===== src/rtl/cosim_pkg.sv =====
// Shared types and defaults for the retire-vs-reference cosimulation checker.
package cosim_pkg;

   localparam int DEPTH_DEF    = 8;
   localparam int MAX_MISS_DEF = 4;

   // One retired instruction as captured from the core.
   typedef struct packed {
      logic [63:0] pc;
      logic [31:0] insn;
   } retire_entry_t;

   // IDLE: buffer only; ISSUE: present head to reference model;
   // WAIT: collect the miss result and pop; HALT: miss threshold reached.
   typedef enum logic [1:0] {
      IDLE  = 2'd0,
      ISSUE = 2'd1,
      WAIT  = 2'd2,
      HALT  = 2'd3
   } ctrl_state_e;

endpackage


===== src/rtl/cosim_check_ctrl_retire_fifo.sv =====
// Retire buffer: up to two writes per cycle (lane0 then lane1), one read.
// Full/empty come from an occupancy counter; pointers wrap modulo DEPTH.
// wr1_i is only honoured together with wr0_i so lane order is preserved.
module retire_fifo
   import cosim_pkg::*;
#(
   parameter int DEPTH = DEPTH_DEF
)(
   input  logic                         clk,
   input  logic                         rst_n,
   input  logic                         wr0_i,
   input  logic                         wr1_i,
   input  retire_entry_t                wdata0_i,
   input  retire_entry_t                wdata1_i,
   input  logic                         rd_i,
   output retire_entry_t                head_o,
   output logic                         empty_o,
   output logic                         two_free_o,
   output logic [$clog2(DEPTH+1)-1:0]   occ_o
);

   localparam int PW = $clog2(DEPTH);
   localparam int OW = $clog2(DEPTH+1);

   retire_entry_t   mem_q [DEPTH];
   logic [PW-1:0]   wr_ptr_q, wr_ptr_d;
   logic [PW-1:0]   rd_ptr_q, rd_ptr_d;
   logic [OW-1:0]   occ_q, occ_d;
   logic            wr1_eff;

   assign wr1_eff = wr0_i & wr1_i;

   // Next pointers and occupancy = occupancy + pushes - pop.
   always_comb begin
      wr_ptr_d = wr_ptr_q;
      rd_ptr_d = rd_ptr_q;
      if (wr0_i) wr_ptr_d = wr_ptr_q + (wr1_eff ? PW'(2) : PW'(1));
      if (rd_i)  rd_ptr_d = rd_ptr_q + PW'(1);
      occ_d = occ_q + OW'(wr0_i) + OW'(wr1_eff) - OW'(rd_i);
   end

   // Pointer and occupancy registers.
   always_ff @(posedge clk or negedge rst_n) begin
      if (!rst_n) begin
         wr_ptr_q <= '0;
         rd_ptr_q <= '0;
         occ_q    <= '0;
      end else begin
         wr_ptr_q <= wr_ptr_d;
         rd_ptr_q <= rd_ptr_d;
         occ_q    <= occ_d;
      end
   end

   // Entry storage; contents are don't-care while the slot is free.
   always_ff @(posedge clk) begin
      if (wr0_i)   mem_q[wr_ptr_q]          <= wdata0_i;
      if (wr1_eff) mem_q[wr_ptr_q + PW'(1)] <= wdata1_i;
   end

   assign head_o     = mem_q[rd_ptr_q];
   assign empty_o    = (occ_q == '0);
   assign two_free_o = (occ_q <= OW'(DEPTH - 2));
   assign occ_o      = occ_q;

endmodule


===== src/rtl/cosim_check_ctrl.sv =====
// Buffers retired instructions from a dual-retire core and checks them one
// at a time against a lock-step reference model. The reference model
// consumes check_pc every clock; when no check is issued we drive ~ref_pc so
// it can never match. Handshake: a retire lane is accepted only in a cycle
// where retire_ready=1 at the clock edge; retire_valid=2'b10 is illegal.
module cosim_check_ctrl
   import cosim_pkg::*;
#(
   parameter int DEPTH    = DEPTH_DEF,
   parameter int MAX_MISS = MAX_MISS_DEF
)(
   input  logic                            clk,
   input  logic                            rst_n,
   input  logic                            enable,
   input  logic                            clear,
   input  logic [1:0]                      retire_valid,
   input  logic [63:0]                     retire_pc0,
   input  logic [63:0]                     retire_pc1,
   input  logic [31:0]                     retire_insn0,
   input  logic [31:0]                     retire_insn1,
   output logic                            retire_ready,
   output logic [63:0]                     check_pc,
   input  logic [63:0]                     ref_pc,
   input  logic [31:0]                     ref_insn,
   input  logic                            ref_miss,
   output logic [31:0]                     checked_cnt,
   output logic [$clog2(MAX_MISS+1)-1:0]   miss_cnt,
   output logic [15:0]                     insn_err_cnt,
   output logic [63:0]                     last_err_pc,
   output logic                            halt,
   output logic                            proto_err,
   output ctrl_state_e                     dbg_state_o,
   output logic [$clog2(DEPTH+1)-1:0]      dbg_occupancy_o
);

   localparam int MW = $clog2(MAX_MISS+1);

   ctrl_state_e      state_q, state_d;
   retire_entry_t    head, wdata0, wdata1;
   logic             fifo_empty, two_free;
   logic             push0, push1, issue, pop;
   logic [31:0]      checked_q;
   logic [MW-1:0]    miss_q, miss_next;
   logic [15:0]      insn_err_q;
   logic [63:0]      last_err_q;
   logic             proto_q;

   assign wdata0    = '{pc: retire_pc0, insn: retire_insn0};
   assign wdata1    = '{pc: retire_pc1, insn: retire_insn1};
   assign retire_ready = two_free && (state_q != HALT);
   assign push0     = retire_ready && retire_valid[0];
   assign push1     = retire_ready && (retire_valid == 2'b11);
   assign miss_next = miss_q + MW'(1);

   retire_fifo #(.DEPTH(DEPTH)) u_fifo (
      .clk        (clk),
      .rst_n      (rst_n),
      .wr0_i      (push0),
      .wr1_i      (push1),
      .wdata0_i   (wdata0),
      .wdata1_i   (wdata1),
      .rd_i       (pop),
      .head_o     (head),
      .empty_o    (fifo_empty),
      .two_free_o (two_free),
      .occ_o      (dbg_occupancy_o)
   );

   // State register; reset lands in IDLE so check_pc reverts to ~ref_pc.
   always_ff @(posedge clk or negedge rst_n) begin
      if (!rst_n) state_q <= IDLE;
      else        state_q <= state_d;
   end

   // Next-state: clear wins, WAIT always completes its pop before leaving.
   always_comb begin
      state_d = state_q;
      if (clear) begin
         state_d = IDLE;
      end else begin
         case (state_q)
            IDLE:    if (enable) state_d = ISSUE;
            ISSUE:   if (!enable) state_d = IDLE;
                     else if (!fifo_empty) state_d = WAIT;
            WAIT:    if (ref_miss && (miss_next == MW'(MAX_MISS))) state_d = HALT;
                     else if (!enable) state_d = IDLE;
                     else state_d = ISSUE;
            HALT:    state_d = HALT;
            default: state_d = IDLE;
         endcase
      end
   end

   // Outputs: a check is issued only from ISSUE with a head and no clear.
   always_comb begin
      issue    = 1'b0;
      pop      = 1'b0;
      halt     = 1'b0;
      check_pc = ~ref_pc;
      case (state_q)
         ISSUE: if (enable && !clear && !fifo_empty) begin
                   issue    = 1'b1;
                   check_pc = head.pc;
                end
         WAIT:  pop  = 1'b1;
         HALT:  halt = 1'b1;
         default: ;
      endcase
   end

   // Result counters and sticky flags; clear beats any same-cycle update.
   // The head is still the checked entry during WAIT, so its pc is used.
   always_ff @(posedge clk or negedge rst_n) begin
      if (!rst_n) begin
         checked_q  <= '0;
         miss_q     <= '0;
         insn_err_q <= '0;
         last_err_q <= '0;
         proto_q    <= 1'b0;
      end else if (clear) begin
         checked_q  <= '0;
         miss_q     <= '0;
         insn_err_q <= '0;
         last_err_q <= '0;
         proto_q    <= 1'b0;
      end else begin
         if (retire_valid == 2'b10) proto_q <= 1'b1;
         if (issue && (head.insn != ref_insn)) begin
            if (insn_err_q != 16'hFFFF) insn_err_q <= insn_err_q + 16'd1;
            last_err_q <= head.pc;
         end
         if (pop) begin
            if (ref_miss) begin
               miss_q     <= miss_next;
               last_err_q <= head.pc;
            end else begin
               checked_q  <= checked_q + 32'd1;
            end
         end
      end
   end

   assign checked_cnt  = checked_q;
   assign miss_cnt     = miss_q;
   assign insn_err_cnt = insn_err_q;
   assign last_err_pc  = last_err_q;
   assign proto_err    = proto_q;
   assign dbg_state_o  = state_q;

endmodule


===== config.mk =====
export PLATFORM = sky130hd
export DESIGN_NAME = cosim_check_ctrl
export DESIGN_NICKNAME = d
export VERILOG_FILES = /design/src/rtl/cosim_pkg.sv /design/src/rtl/cosim_check_ctrl_retire_fifo.sv /design/src/rtl/cosim_check_ctrl.sv
export SDC_FILE = /design/constraint.sdc
export NUM_CORES = 1
export LEC_CHECK = 0
export CORE_MARGIN = 2
export CORE_UTILIZATION = 58
export DETAILED_ROUTE_END_ITERATION = 6
export DONT_BUFFER_PORTS = 1
export PLACE_DENSITY_LB_ADDON = 0.2
export SLEW_MARGIN = 20
export SYNTH_ARGS = -nofsm -noshare
export SYNTH_HDL_FRONTEND = slang
export SYNTH_SLANG_ARGS = --single-unit

===== constraint.sdc =====
create_clock -name clk -period 9.2 [get_ports clk]
set_clock_uncertainty 0.15 [all_clocks]
set_input_delay 1.84 -clock clk [delete_from_list [all_inputs] [get_ports clk]]
set_output_delay 1.84 -clock clk [all_outputs]
set_load 0.005 [all_outputs]

==> results_dict.tcl <==
set metrics [dict create \
    yosysUniqueCellTypes 56 \
    portBuffers 0 \
    row_count 102 \
    synth_ff_type "edfxtp_1" \
    crit_buf_inv 2 \
    synth_fp_nets 3156 \
    async_flop_share_pct 14.3 \
    fin_crit_ns 5.82 \
    seqCellArea_um2 26300 \
    dpl.hpwl_um 66900 \
    ant_nets 0 \
    finalWeightedCongestion 0.822 \
    cellPowerDensity_nw_per_um2 262 \
    yosys.area.top_type_share_pct 50.8 \
    io_pins 483 \
    worst_path_most_repeated_cell "buf_12" \
    dieWidth_um 284 \
    finalSetupViolCount 0 \
    pre_cts_ws_ns 3.42 \
    cts_buffer_depth 3 \
    cts.sinks 896 \
    yosysWarningCount 0 \
    critPathTopFamily "buffers and inverters" \
    fmax_ghz 0.172 \
    worstPathRequired_ns 9.56 \
    p_leak_nw 16.2 \
    cpMaxStageDelayCell "dfrtp_4" \
    rsz0062_at_grt "false" \
    grt_pass1_vias 26900 \
    fin_area_um2 49200 \
    hold_path_class "flip-flop to flip-flop" \
    worstMarginPinSlew_ns 1.14 \
    num_vias 25900 \
    synthAdderAreaFrac_pct 0.463 \
    nNetsFinal 3096 \
    drive_above_1_share_pct 44.4 \
    multiInputGateArea_um2 18200 \
    cp.arrival_ns 6.18 \
    rrSetupSlack_ns 3.38 \
    htree_levels 3 \
    coreArea_um2 77500 \
    postCtsSetupBuffers 0 \
    synth-seq-cells 896 \
    clk_pin_slew_ns 0.06 \
    grt_overflow_total 0 \
    grt_max_degree 131 \
    synth-edff-count 768 \
    hold_slack_ns 0.387 \
    first_pass_iters 5 \
    post-route-drc-count 0 \
    slew_headroom_pct 23.8 \
    antenna_found_initial 3 \
    hold_buffers 0 \
    fill_cells 5517 \
    finalWorstSetupSlack_ns 3.38 \
    cts_resized 0 \
    cts_made_buffers 95 \
    synth_mux_area_share_pct 31.0 \
    ys_top_cells_by_area "edfxtp_1 (51%), mux2_2 (21%), mux4_2 (8.7%)" \
    viasPerCell 6.62 \
    drtIter0Drc 2336 \
    critPathMaxStageDelay_ns 1.11 \
    crit_path_end_kind "flip-flop" \
    drv_slew 0 \
    status "complete, no violations" \
    tns_ns 0 \
    fin_crit_sh_pct 63.3 \
    ys_seq_area_share_pct 57.8 \
    die_y_um 284 \
    cp-start-kind "flip-flop" \
    start_util_pct 58.6 \
    clkLatencyLatePin_ns 0.65 \
    netlist_area_um2 45400 \
    worstPathCellList "buf_12, mux4_2, mux2i_1, xor2_1, nand4_1, nor4_2, a31o_4, buf_12, a21oi_1, a211oi_1" \
    area_growth_pct 8.35 \
    synth-compound-area-share_pct 3.71 \
    synthSimpleGateAreaFrac_pct 3.42 \
    cts_tree "built" \
    total_power_mw 12.9 \
    post_drt_wl_per_cell_um 30.2 \
    wl_um 118000 \
    synthCells 2846 \
    place_area_um2 46200 \
    yosys.area.top_type "edfxtp_1" \
    syn_area_per_cell_um2 16.0 \
    cts_root_buffer "clkbuf_16" \
    worstSetupPathType "flip-flop to flip-flop" \
    synth_xor_area_share_pct 1.22 \
    critPathMaxFanout 105 \
    grt_first_pass_wirelength_um 174000 \
    drv_cap 0 \
    grt_usage_pct 29.0 \
    synth_top_family_by_area "multiplexers" \
    hold_violations 0 \
    ir_drop_mv 0.184 \
    dieArea_um2 80500 \
]
-- placed cells by master (no fill, tap or decap), drive strengths merged, types with 19 or more instances in the layout --
master  synthesis  final
a21oi         142    142
mux2          849    849
nand3          33     33
xor2           51     51
nand2          27     27
and3           19     19
clkinv          0     39
mux4          176    176
dfrtp         128    128
edfxtp        768    768
clkbuf         65    128
mux2i          54     54
nor2          187    187
a211oi         65     65
buf           135     43
-- tightest hold or removal path, cell delays in order (launching register included) --
cell,delay (ns)
dfrtp_1,0.37
a21oi_1,0.05
nor2_1,0.08
-- power by group --
part           internal, mW  leakage, nW  switching (mW)
sequential             5.22         8.71           0.287
clock                  2.12         1.47            1.57
combinational          1.67         6.03            2.02
total                  9.02         16.2            3.88
-- through the flow --
step                      cells  util [%]
final                      3908      63.5
after global routing       3907      63.5
after CTS                  3905      63.5
after detailed placement   3729      59.7
after global placement     3729      59.7
after floorplan            2846         -
-- per-layer routing --
layer	part of all wire, %	vias up	GRT usage [%]
met4	3.2	0	9.84
met3	7.8	216	7.26
met2	50	1014	49.7
li1	-	11100	-
met1	39	13600	36.0
met5	0	-	0
-- final timing paths --
path	from	to	depth (start not counted)
max in group asynchronous	rst_n	last_err_pc[4]	0
min in group asynchronous	rst_n	checked_cnt[28]	0
setup / recovery	u_fifo.rd_ptr_q[0]	last_err_pc[27]	10
hold / removal	proto_err	proto_err	2
hold reg to reg	proto_err	proto_err	2
setup reg to reg	u_fifo.rd_ptr_q[0]	last_err_pc[27]	10
-- cell usage after synthesis (all sizes together) (2+ instances only) --
library cell  instances
ha                   12
or4b                  2
o22ai                 9
a21o                  2
nor4                  4
dfrtp               128
mux2                849
inv                   9
nand2                27
clkbuf               65
and2                  5
nand2b                7
nor3                 11
and3                 19
a211oi               65
or2                   2
nand3                33
fa                    3
mux4                176
nand4                14
buf                 135
xor2                 51
a22oi                10
xnor2                12
a22o                  3
o21ai                 8
nor2                187
and4                  2
a21oi               142
mux2i                54
nor2b                12
or3                   9
edfxtp              768
-- cell type report --
class,count,area share [%]
flip-flops and latches,896,53.4
multi-input cells,1741,37.1
clock buffers,128,5.29
well taps,1040,2.65
repair buffers,43,0.758
clock inverters,48,0.745
inverters,9,0.0687
diodes,3,0.0153
-- state kept, by name, indices dropped and copies added (netlist names) --
signal / count
miss_cnt: 3
last_err_pc: 64
dbg_state_o: 2
insn_err_cnt: 16
u_fifo.wr_ptr_q: 3
checked_cnt: 32
u_fifo.rd_ptr_q: 3
u_fifo.mem_q: 768
u_fifo.occ_o: 4
proto_err: 1
-- cell families (layout without fill, tap and decap cells) --
group	after synthesis	count (layout)
buf+inv	209	228
mux	1079	1079
flops	896	896
other cells	0	3
simple gates	336	336
compound gates	248	248
xor+xnor	63	63
fa+ha+maj	15	15
Power figures use the tool's default switching activity.
